==> config.mk <==
export PLATFORM = sky130hd
export DESIGN_NAME = dct_coeff_quantizer
export DESIGN_NICKNAME = d
export VERILOG_FILES = /design/src/rtl/dct_coeff_quantizer.sv
export SDC_FILE = /design/constraint.sdc
export NUM_CORES = 1
export LEC_CHECK = 0
export BUFFER_PORTS_ARGS = -buffer_cell sky130_fd_sc_hd__buf_4
export CELL_PAD_IN_SITES_DETAIL_PLACEMENT = 1
export CELL_PAD_IN_SITES_GLOBAL_PLACEMENT = 2
export CORE_ASPECT_RATIO = 1.4
export CORE_UTILIZATION = 35
export CTS_BUF_LIST = sky130_fd_sc_hd__clkbuf_8 sky130_fd_sc_hd__clkbuf_16
export CTS_CLUSTER_SIZE = 20
export DETAILED_ROUTE_END_ITERATION = 8
export GPL_ROUTABILITY_DRIVEN = 0
export HOLD_SLACK_MARGIN = 0.06
export PLACE_DENSITY_LB_ADDON = 0.12
export REMOVE_ABC_BUFFERS = 1
export SYNTH_ARGS = -nofsm -noshare
export SYNTH_HDL_FRONTEND = slang
export SYNTH_SLANG_ARGS = --single-unit
==> constraint.sdc <==
create_clock -name clk -period 8.78 [get_ports clk]
set_input_delay 1.756 -clock clk [delete_from_list [all_inputs] [get_ports clk]]
set_output_delay 1.756 -clock clk [all_outputs]
set_load 0.02 [all_outputs]
==> src/rtl/dct_coeff_quantizer.sv <==
// dct_coeff_quantizer: reduces NCH signed fixed-point DCT coefficients to saturated OUT_W-bit integers.
// Latency: 2 cycles (S1 round/truncate, S2 saturate); sustains one vector per cycle.
// Backpressure: valid/ready; in_ready follows out_ready combinationally; a stalled output is held stable.
// Optional build macro QUANT_DEADZONE_EN: zero lanes whose |result| <= dz_thresh after saturation.
module dct_coeff_quantizer #(
  parameter int NCH    = 8,
  parameter int IN_W   = 19,
  parameter int FRAC_W = 6,
  parameter int OUT_W  = 13,
  parameter int CNT_W  = 16
) (
  input  logic                 clk,
  input  logic                 rst_n,
  input  logic                 in_valid,
  output logic                 in_ready,
  input  logic [NCH*IN_W-1:0]  in_data,
  input  logic                 round_mode,
  input  logic [OUT_W-2:0]     dz_thresh,
  output logic                 out_valid,
  input  logic                 out_ready,
  output logic [NCH*OUT_W-1:0] out_data,
  output logic [NCH-1:0]       out_sat,
  input  logic                 clr_stats,
  output logic [CNT_W-1:0]     sat_count
);

  // One bit of headroom so the rounding bias can never wrap.
  localparam int EW = IN_W + 1;
  localparam int RW = EW - FRAC_W;
  localparam int PW = $clog2(NCH + 1);
  localparam logic [EW-1:0]    C_HALF    = EW'(1) << (FRAC_W - 1);
  localparam logic [EW-1:0]    C_HALF_M1 = C_HALF - EW'(1);
  localparam logic [OUT_W-1:0] C_MAX     = {1'b0, {(OUT_W-1){1'b1}}};
  localparam logic [OUT_W-1:0] C_MIN     = {1'b1, {(OUT_W-1){1'b0}}};

  logic                 r_s1_vld;
  logic [NCH*RW-1:0]    r_s1_r;
  logic                 r_s2_vld;
  logic [NCH*OUT_W-1:0] r_s2_dat;
  logic [NCH-1:0]       r_s2_sat;
  logic [CNT_W-1:0]     r_cnt;

  logic                 w_s1_en;
  logic                 w_s2_en;
  logic [NCH*RW-1:0]    w_s1_nxt;
  logic [NCH*OUT_W-1:0] w_s2_nxt;
  logic [NCH-1:0]       w_s2_sat_nxt;
  logic [PW-1:0]        w_pop;
  logic [CNT_W:0]       w_cnt_sum;

  // A stage may load when its successor frees up or when it is empty.
  assign w_s2_en   = out_ready | ~r_s2_vld;
  assign w_s1_en   = w_s2_en | ~r_s1_vld;
  assign in_ready  = w_s1_en;
  assign out_valid = r_s2_vld;
  assign out_data  = r_s2_dat;
  assign out_sat   = r_s2_sat;
  assign sat_count = r_cnt;

  // S1 datapath: truncate is a plain arithmetic shift; rounding adds a sign-dependent
  // bias first so halves move away from zero.
  for (genvar k = 0; k < NCH; k++) begin : g_rnd
    logic [EW-1:0] w_ext;
    logic [EW-1:0] w_bias;
    logic [EW-1:0] w_pre;
    logic          w_unused_lsb;
    assign w_ext  = {in_data[k*IN_W+IN_W-1], in_data[k*IN_W +: IN_W]};
    assign w_bias = round_mode ? (w_ext[EW-1] ? C_HALF_M1 : C_HALF) : '0;
    assign w_pre  = w_ext + w_bias;
    assign w_s1_nxt[k*RW +: RW] = w_pre[EW-1:FRAC_W];
    assign w_unused_lsb = ^w_pre[FRAC_W-1:0];
  end

  // S1 register: capture rounded lanes with each accepted vector
  always_ff @(posedge clk or negedge rst_n) begin
    if (!rst_n) begin
      r_s1_vld <= 1'b0;
      r_s1_r   <= '0;
    end else if (w_s1_en) begin
      r_s1_vld <= in_valid;
      if (in_valid) begin
        r_s1_r <= w_s1_nxt;
      end
    end
  end

`ifdef QUANT_DEADZONE_EN
  logic [OUT_W-2:0] r_s1_dz;

  // S1 register: threshold travels with the vector it was sampled with
  always_ff @(posedge clk or negedge rst_n) begin
    if (!rst_n) begin
      r_s1_dz <= '0;
    end else if (w_s1_en && in_valid) begin
      r_s1_dz <= dz_thresh;
    end
  end
`else
  logic w_unused_dz;
  assign w_unused_dz = ^dz_thresh;
`endif

  // S2 datapath: clamp to OUT_W when the discarded high bits are not a pure sign extension.
  for (genvar k = 0; k < NCH; k++) begin : g_sat
    logic [RW-1:0]      w_r;
    logic [RW-OUT_W:0]  w_hi;
    logic               w_ovf;
    logic [OUT_W-1:0]   w_clamp;
    assign w_r     = r_s1_r[k*RW +: RW];
    assign w_hi    = w_r[RW-1:OUT_W-1];
    assign w_ovf   = ~((&w_hi) | ~(|w_hi));
    assign w_clamp = w_ovf ? (w_r[RW-1] ? C_MIN : C_MAX) : w_r[OUT_W-1:0];
`ifdef QUANT_DEADZONE_EN
    logic [OUT_W-1:0] w_mag;
    logic             w_dz;
    // Unsigned magnitude fits OUT_W bits even for the most negative value.
    assign w_mag = w_clamp[OUT_W-1] ? (~w_clamp + OUT_W'(1)) : w_clamp;
    assign w_dz  = (w_mag <= {1'b0, r_s1_dz});
    assign w_s2_nxt[k*OUT_W +: OUT_W] = w_dz ? '0 : w_clamp;
    assign w_s2_sat_nxt[k]            = w_ovf & ~w_dz;
`else
    assign w_s2_nxt[k*OUT_W +: OUT_W] = w_clamp;
    assign w_s2_sat_nxt[k]            = w_ovf;
`endif
  end

  // S2 register: output vector, held while downstream stalls
  always_ff @(posedge clk or negedge rst_n) begin
    if (!rst_n) begin
      r_s2_vld <= 1'b0;
      r_s2_dat <= '0;
      r_s2_sat <= '0;
    end else if (w_s2_en) begin
      r_s2_vld <= r_s1_vld;
      if (r_s1_vld) begin
        r_s2_dat <= w_s2_nxt;
        r_s2_sat <= w_s2_sat_nxt;
      end
    end
  end

  // Count saturated lanes on the vector currently presented
  always_comb begin
    w_pop = '0;
    for (int k = 0; k < NCH; k++) begin
      w_pop = w_pop + PW'(r_s2_sat[k]);
    end
  end

  assign w_cnt_sum = {1'b0, r_cnt} + (CNT_W+1)'(w_pop);

  // Saturation statistics: accumulate on output transfers, clear has priority
  always_ff @(posedge clk or negedge rst_n) begin
    if (!rst_n) begin
      r_cnt <= '0;
    end else if (clr_stats) begin
      r_cnt <= '0;
    end else if (r_s2_vld && out_ready) begin
      r_cnt <= w_cnt_sum[CNT_W] ? '1 : w_cnt_sum[CNT_W-1:0];
    end
  end

endmodule

Word level (Yosys, flattened, before mapping)
Cells that the tools add are included.
Storage, ports and cells
  bits in registers: 242
Cells by class
  reductions and logical operators: 20
  add/subtract/negate cells: 16
  multiplexer cells: 35
  bitwise gates (word level): 28
Operator list (count)
  2-to-1 mux 13 bit: 16
  adder 19 x 7 -> 20 bit: 8
  2-to-1 mux 6 bit: 16
  2-to-1 mux 16 bit: 3
  AND reduction 2 bit: 10
  NOT 1 bit: 18
  adder 16 x 4 -> 17 bit: 1
  adder 4 x 1 -> 4 bit: 4
  OR reduction 2 bit: 8
  OR 1 bit: 10
  adder 3 x 1 -> 4 bit: 1
  adder 2 x 1 -> 3 bit: 1
  adder 1 x 1 -> 2 bit: 1
  nonzero test 2 bit: 1
  logical AND 1 bit: 1

Logic depth before layout (Yosys ltp)
Gate-level depths: netlist of the first run.
  depth in word-level cells: 11
  mapped depth: 14

Worst setup path after synthesis of the first run
OpenSTA, ideal clock, no wires.
  kind: reg2reg
  start point: register r_s2_sat[0], in the netlist out_sat[0]
  end point: register r_cnt[8], in the netlist sat_count[8]
  stages on the path, launching flop included: 15
  slack: 4.900 ns
  buffers on the path: 1
  arrival: 3.748 ns
  cell sequence: dfrtp_1 -> fa_1 -> inv_1 -> fa_1 -> fa_1 -> fa_1 -> inv_1 -> fa_1 -> a21o_1 -> a21oi_1 -> nand4b_1 -> clkbuf_1 -> nand2_1 -> mux2i_1 -> nor2_1
On the way
  word-level cells in the longest chain between the ends: 11
Ends and longest elaborated chain
  start: declaration: RTL line 40  | logic [NCH-1:0] r_s2_sat;
  start signal: assignment: RTL line 137  | r_s2_sat <= w_s2_sat_nxt;
  adder 1 x 1 -> 2 bit: RTL line 146  | w_pop = w_pop + PW'(r_s2_sat[k]);
  adder 2 x 1 -> 3 bit: RTL line 146
  adder 3 x 1 -> 4 bit: RTL line 146
  adder 4 x 1 -> 4 bit (4 in a row): RTL line 146
  adder 16 x 4 -> 17 bit: RTL line 150  | assign w_cnt_sum = {1'b0, r_cnt} + (CNT_W+1)'(w_pop);
  2-to-1 mux 16 bit: RTL line 159  | r_cnt <= w_cnt_sum[CNT_W] ? '1 : w_cnt_sum[CNT_W-1:0];
  2-to-1 mux 16 bit: RTL line 158  | end else if (r_s2_vld && out_ready) begin
  2-to-1 mux 16 bit: RTL line 156  | end else if (clr_stats) begin
  end signal: assignment: RTL line 159
  end: declaration: RTL line 41  | logic [CNT_W-1:0] r_cnt;
Every way passes these cells. The select of a mux whose other input is x is not followed.
A chain may end at the register's enable or synchronous reset.

Worst setup path after layout of the first run
  start point: register r_s2_sat[0], in the netlist out_sat[0]
  end point: register r_cnt[11], in the netlist sat_count[11]
The elaborated chain is that of the path after synthesis.

==> results by group, run 1 <==
Global routing
  • First-pass GRT wire length: 57.8 mm
  • Total track usage: just under 20%
  • Largest net degree at the start of global routing: 124
  • Number of global-route vias before repair: approximately 11000
  • Congestion Overflow GR: 0
  • Initial antenna violation count: 0

Worst hold path
  • Hold Crit Class: reg -> reg
  • Hold path startpoint: out_data[103]

Drt
  • Drt wl/cell: 17.0 µm
  • Number of DRC markers in iteration 0: 488
  • Final WL: 35.8 mm
  • DR pass1 iterations: 4
  • Post-route ant nets: 0
  • Number of vias per cell: ~5
  • DR vias: 10600
  • DRC Markers: 0

Flow run
  • Max cap viols: 0

Clock tree
  • Num CTS Buffers: 26
  • Clock Tree Buf Depth: 3
  • Htree depth: 1
  • # hold bufs at CTS: 0
  • Clk_lat worst skew: 0.55 ns
  • Clock root buffer: clkbuf_16
  • Post-CTS resize count: 0
  • Post-CTS setup buffer count: 0
  • Clk pin slew, worst setup/hold paths: 0.06 ns
  • CTS tree: yes
  • CTS sink count: around 240

Setup path
  • Worst Path Arrival: 4.71 ns
  • Critical path launch point: out_sat[0]
  • Top cell family by delay on the critical path: adder cells
  • Setup crit end: sat_count[11]
  • Startpoint Class: flip-flop
  • Crit Path Category: reg -> reg
  • R2R setup slack: 4.50 ns
  • Worst reg2reg path depth: 13
  • Crit-path cells: fa_1 > inv_1 > fa_1 > fa_1 > fa_1 > inv_1 > fa_1 > a21o_1 > a21oi_1 > nand4b_1 > o21ai_0 > a21oi_1 > nor2_1
  • Stages on worst setup path: 13
  • Critical Path RT: 9.21 ns
  • Delay of the slowest cell on the worst path: 0.58 ns
  • Critical path's slowest cell: fa_1
  • CP Max Fanout: 15
  • R2r endpoint: sat_count[11]
  • Worst r2r src: out_sat[0]
  • Setup crit end kind: flip-flop
  • Critical Path Most Common Cell: fa_1
  • Bufs and invs on worst path: 2

Timing
  • Minimum clock period: 4.28 ns
  • Hold Slack: 0.470 ns
  • Fin crit share: 48.7%
  • Pin slew with the least headroom to its limit: 1.03 ns
  • Relative slew margins: 31.4%
  • Worst Skew: 0.0170 ns
  • Total negative slack: 0 ns
  • Slew Limit Fails: 0
  • Hold Fails Final Rpt: 0
  • Fmax: 0.234 GHz
  • Final Setup Violations: 0
  • RSZ-0062 raised after global routing: false

Power
  • PwrDens: 240 nW/µm²
  • Peak VDD IR: around 0.00013 V
  • Static leakage power: 7.47 nW
  • Tot Pwr: 3.82 mW

Floorplan
  • Die area: ~37000 µm²
  • Die span in y: 227 µm
  • Core box area: 35300 µm²
  • Die width: 162 µm
  • Initial Utilization: roughly 36%
  • Number of I/O pins: 300
  • Floorplan row count: between 80 and 90

Cells and area
  • Utilization after layout: 45.2%
  • Commonest non-fill, non-tap cell in the layout: buf_4
  • Multi-input logic area: 6170 µm²
  • Layout cells sized above 1: 21.1%
  • Final instance area: 15900 µm²
  • Post-layout net count: 1869
  • Layout fillers: 4111
  • Commonest non-fill, non-tap cells in the layout: 291 x buf_4, 277 x nand2_1, 242 x dfrtp_1
  • Synthesis-to-layout area growth: 26.2%
  • Diode count: 0
  • Sequential Area: 6060 µm²

Yosys
  • Post-synth EDFFs: 0
  • Synth Flop Type: dfrtp_1
  • Post-Synthesis Cell Area: 12600 µm²
  • Syn. warnings: 0
  • Cell variety after synth: 62
  • Syn_area_per_cell: ~9.1 µm²
  • Yosys reg bits: approximately 240
  • Seq/Total Area, Yosys: 48.0%
  • Ys async rst share: 100%
  • Synthesized instance count: between 1000 and 1500

Placed design
  • DP HPWL: 25.7 mm
  • Cell Area, Placed: 15100 µm²
  • Port Buffer Count: roughly 290

Run status
  • Status: finished clean
-- kinds of logic after synthesis --
family          after synthesis  synth area share [%]
mux                           4                 0.327
compound gates              405                  18.1
flops                       242                  48.0
simple gates                472                  16.9
buf+inv                     103                  3.19
fa+ha+maj                    67                  6.94
xor+xnor                     94                  6.53
-- where the power goes --
group          internal, mW  switching, mW
clock network         0.597          0.460
registers              1.35          0.149
logic                 0.507          0.755
-- worst register-to-register path: stages (launching register included) --
cell	delay [ns]
dfrtp_1	0.46
fa_1	0.58
inv_1	0.05
fa_1	0.45
fa_1	0.53
fa_1	0.20
inv_1	0.06
fa_1	0.41
a21o_1	0.21
a21oi_1	0.27
nand4b_1	0.54
o21ai_0	0.19
a21oi_1	0.18
nor2_1	0.05
-- registers in the layout (all words and copies together) (netlist names) --
name	count
r_s1_r	112
out_data	104
sat_count	16
out_sat	8
out_valid	1
r_s1_vld	1
-- cell usage after synthesis, types with 26 or more instances --
library cell  number  area share, %
nor2_1            41            1.2
a21oi_1          111            4.4
clkbuf_1          61            1.8
and3_1            26            1.3
dfrtp_1          242             48
o21ai_0          218            8.6
ha_1              62            6.1
xor2_1            67            4.7
inv_1             28           0.83
nand3_1           40            1.6
xnor2_1           27            1.9
nand2_1          279            8.3
-- worst min path at each step --
stage	to	slack (ns)	depth (start not counted)
finish	out_data[103]	0.47	2
global route	out_data[103]	0.49	2
CTS	r_s1_r[70]	0.47	2
detailed placement	r_s1_r[70]	0.46	2
global placement	out_data[90]	0.45	2
floorplan	r_s1_r[28]	0.44	2
-- area by class of cell --
class / count / share of cell area [%]
clock buffers: 32 / 4.68
clock inverters: 16 / 0.471
inverters: 28 / 0.660
multi-input cells: 1042 / 38.8
flip-flops and latches: 242 / 38.0
well taps: 456 / 3.58
repair buffers: 292 / 13.8
-- metal layers --
metal	up-vias	global-route usage, %	share of wire, %
met2	194	36.1	52
met1	5096	22.8	40
met4	0	6.39	2.6
met3	51	3.80	5.3
met5	-	0	0
li1	5275	-	-
-- metrics by stage --
step	setup WS [ns]	cells
2_1_floorplan	3.25	1312
5_1_grt	4.22	2108
4_1_cts	4.45	2108
3_3_place_gp	4.49	2060
6_report	4.50	2108
3_5_place_dp	4.43	2060
Power figures use the tool's default switching activity.
==> run 2, diff against run 1 <==
Settings changed: CORE_UTILIZATION 35 to 32.
Clock period 8.78 ns to 4 ns, I/O delays scaled along.
==> results by group, run 2 (synthesis gave the netlist of run 1 again) <==
Timing
  • Worst Skew: 0.0127 ns
  • Hold Fails Final Rpt: 0
  • Total negative slack: 0 ns
  • Setup ws final: 0.248 ns
  • Fin crit share: 93.8%
  • Pin slew with the least headroom to its limit: 1.00 ns
  • Fmax: 0.267 GHz
  • Minimum clock period: 3.75 ns
  • Final Setup Violations: 0
  • Relative slew margins: between 30% and 40%
  • RSZ-0062 raised after global routing: true
  • Slew Limit Fails: 0

Global routing
  • Met2 usage: 34.2%
  • Total track usage: a little under a fifth
  • First-pass GRT wire length: 60.5 mm
  • Met3 usage: 4.26%
  • Largest net degree at the start of global routing: 85
  • Congestion Overflow GR: 0
  • Number of global-route vias before repair: 11400
  • Initial antenna violation count: 1
  • Grt peak-use layer: met2
  • M1 GR Usage: a little over a fifth

Clock tree
  • CTS tree: yes
  • Clk pin slew, worst setup/hold paths: approximately 0.060 ns
  • CTS sink count: 242
  • Clock root buffer: clkbuf_16
  • Clk_lat worst skew: 0.54 ns
  • Clock Tree Buf Depth: 3
  • # hold bufs at CTS: 0
  • Num CTS Buffers: 27
  • Htree depth: 1

Power
  • PwrDens: approximately 540 nW/µm²
  • Peak VDD IR: 0.000371 V
  • Static leakage power: 7.60 nW

Floorplan
  • Floorplan row count: between 80 and 90
  • Die span in y: 237 µm
  • Core box area: between 30000 and 40000 µm²
  • Initial Utilization: 32.6%
  • Die area: 40200 µm²
  • Die width: 170 µm
  • Number of I/O pins: 300

Placed design
  • Cell count after placement: 2140
  • Pre-CTS WS: 0.00919 ns
  • Port Buffer Count: 287
  • DP HPWL: 27.0 mm

Cells and area
  • Synthesis-to-layout area growth: 29.4%
  • Largest Register: r_s1_r
  • Commonest non-fill, non-tap cell in the layout: buf_4
  • Commonest non-fill, non-tap cells in the layout: 302 x buf_4, 277 x nand2_1, 242 x dfrtp_1
  • Final Non-Filler Cells: 2191
  • Post-layout net count: 1885
  • Utilization after layout: between 40% and 50%
  • Largest register FFs: 112
  • Layout cells sized above 1: 22.4%

Setup path
  • Worst Path Arrival: 4.18 ns
  • Critical path launch point: out_sat[0]
  • Crit Path Category: reg -> reg
  • CP Max Fanout: 6
  • R2R setup slack: 0.25 ns
  • Critical Path RT: 4.43 ns
  • Startpoint Class: flip-flop
  • R2r endpoint: sat_count[4]
  • Worst reg2reg path depth: 13
  • Setup crit end kind: flip-flop
  • Worst r2r src: out_sat[0]

Worst hold path
  • Hold Crit Class: in -> async

Drt
  • DR vias: between 10000 and 15000
  • DR pass1 iterations: 6
  • Final WL: 36.7 mm
  • Number of DRC markers in iteration 0: between 400 and 500
  • Post-route ant nets: 0
  • DRC Markers: 0
  • Number of vias per cell: 4.88
  • Drt wl/cell: 16.7 µm

Flow run
  • Max cap viols: 0

Run status
  • Status: finished clean
[run 2: cell types whose count changed in the layout (fill, tap and decap cells not counted), sizes merged]
cell / change
inv: -4
clkinvlp: +1
buf: +15
bufinv: +5
clkinv: -1
diode: +1
[run 2: how the worst max path moves through the flow]
stage / to / slack, ns / cells past startpoint
after detailed placement: sat_count[9] / 0.009 / 14
after global routing: sat_count[4] / -0.03 / 13
after floorplan: r_s1_r[100] / -0.57 / 3
after global placement: sat_count[11] / 0.19 / 14
final: sat_count[4] / 0.25 / 13
after CTS: sat_count[9] / 0.09 / 14
[run 2: per-stage QoR]
| stage | instance area, µm² | power (mW) | hold slack (ns) |
|---|---|---|---|
| after detailed placement | 15300 | 6.22 | 0.461 |
| after global routing | 16300 | 9.42 | 0.256 |
| after floorplan | 12300 | 4.86 | 0.439 |
| after CTS | 16300 | 8.99 | 0.247 |
| final | 16300 | 8.80 | 0.222 |
| after global placement | 15300 | 6.13 | 0.451 |
[run 2: per-layer routing]
metal	part of all wire, %	wire length (µm)
met1	40	14600
met4	1.9	681
met3	5.9	2170
met5	0	0
met2	52	19200
[run 2: final cells by class]
class                           count  area (µm²)
Sequential cell                   242        6060
Inverter                           28         105
Timing Repair Buffer              307        2350
Tap cell                          522         653
Clock buffer                       32         744
Clock inverter                     17         220
Fill cell                        4612       22400
Antenna cell                        1        2.50
Multi-Input combinational cell   1042        6190
[run 2: worst max-delay path: stages, from the launching register on]
cell	delay [ns]
dfrtp_1	0.41
fa_1	0.54
inv_1	0.05
fa_1	0.50
fa_1	0.44
fa_1	0.39
inv_1	0.09
fa_2	0.21
a21o_1	0.13
a21oi_2	0.07
nand4b_1	0.22
buf_4	0.17
buf_4	0.15
a311oi_1	0.29
[run 2: where the power goes]
| part | internal, mW | switching [mW] |
|---|---|---|
| clock | 1.65 | 1.05 |
| sequential | 2.97 | 0.327 |
| combinational | 1.14 | 1.67 |
| total | 5.75 | 3.05 |
[run 2: what timing repair did]
| action | CTS | global route |
|---|---|---|
| pin swaps | 0 | 1 |
| setup endpoints to repair | 1 | 3 |
| resized for setup | 1 | 4 |
| buffers inserted | 0 | 1 |
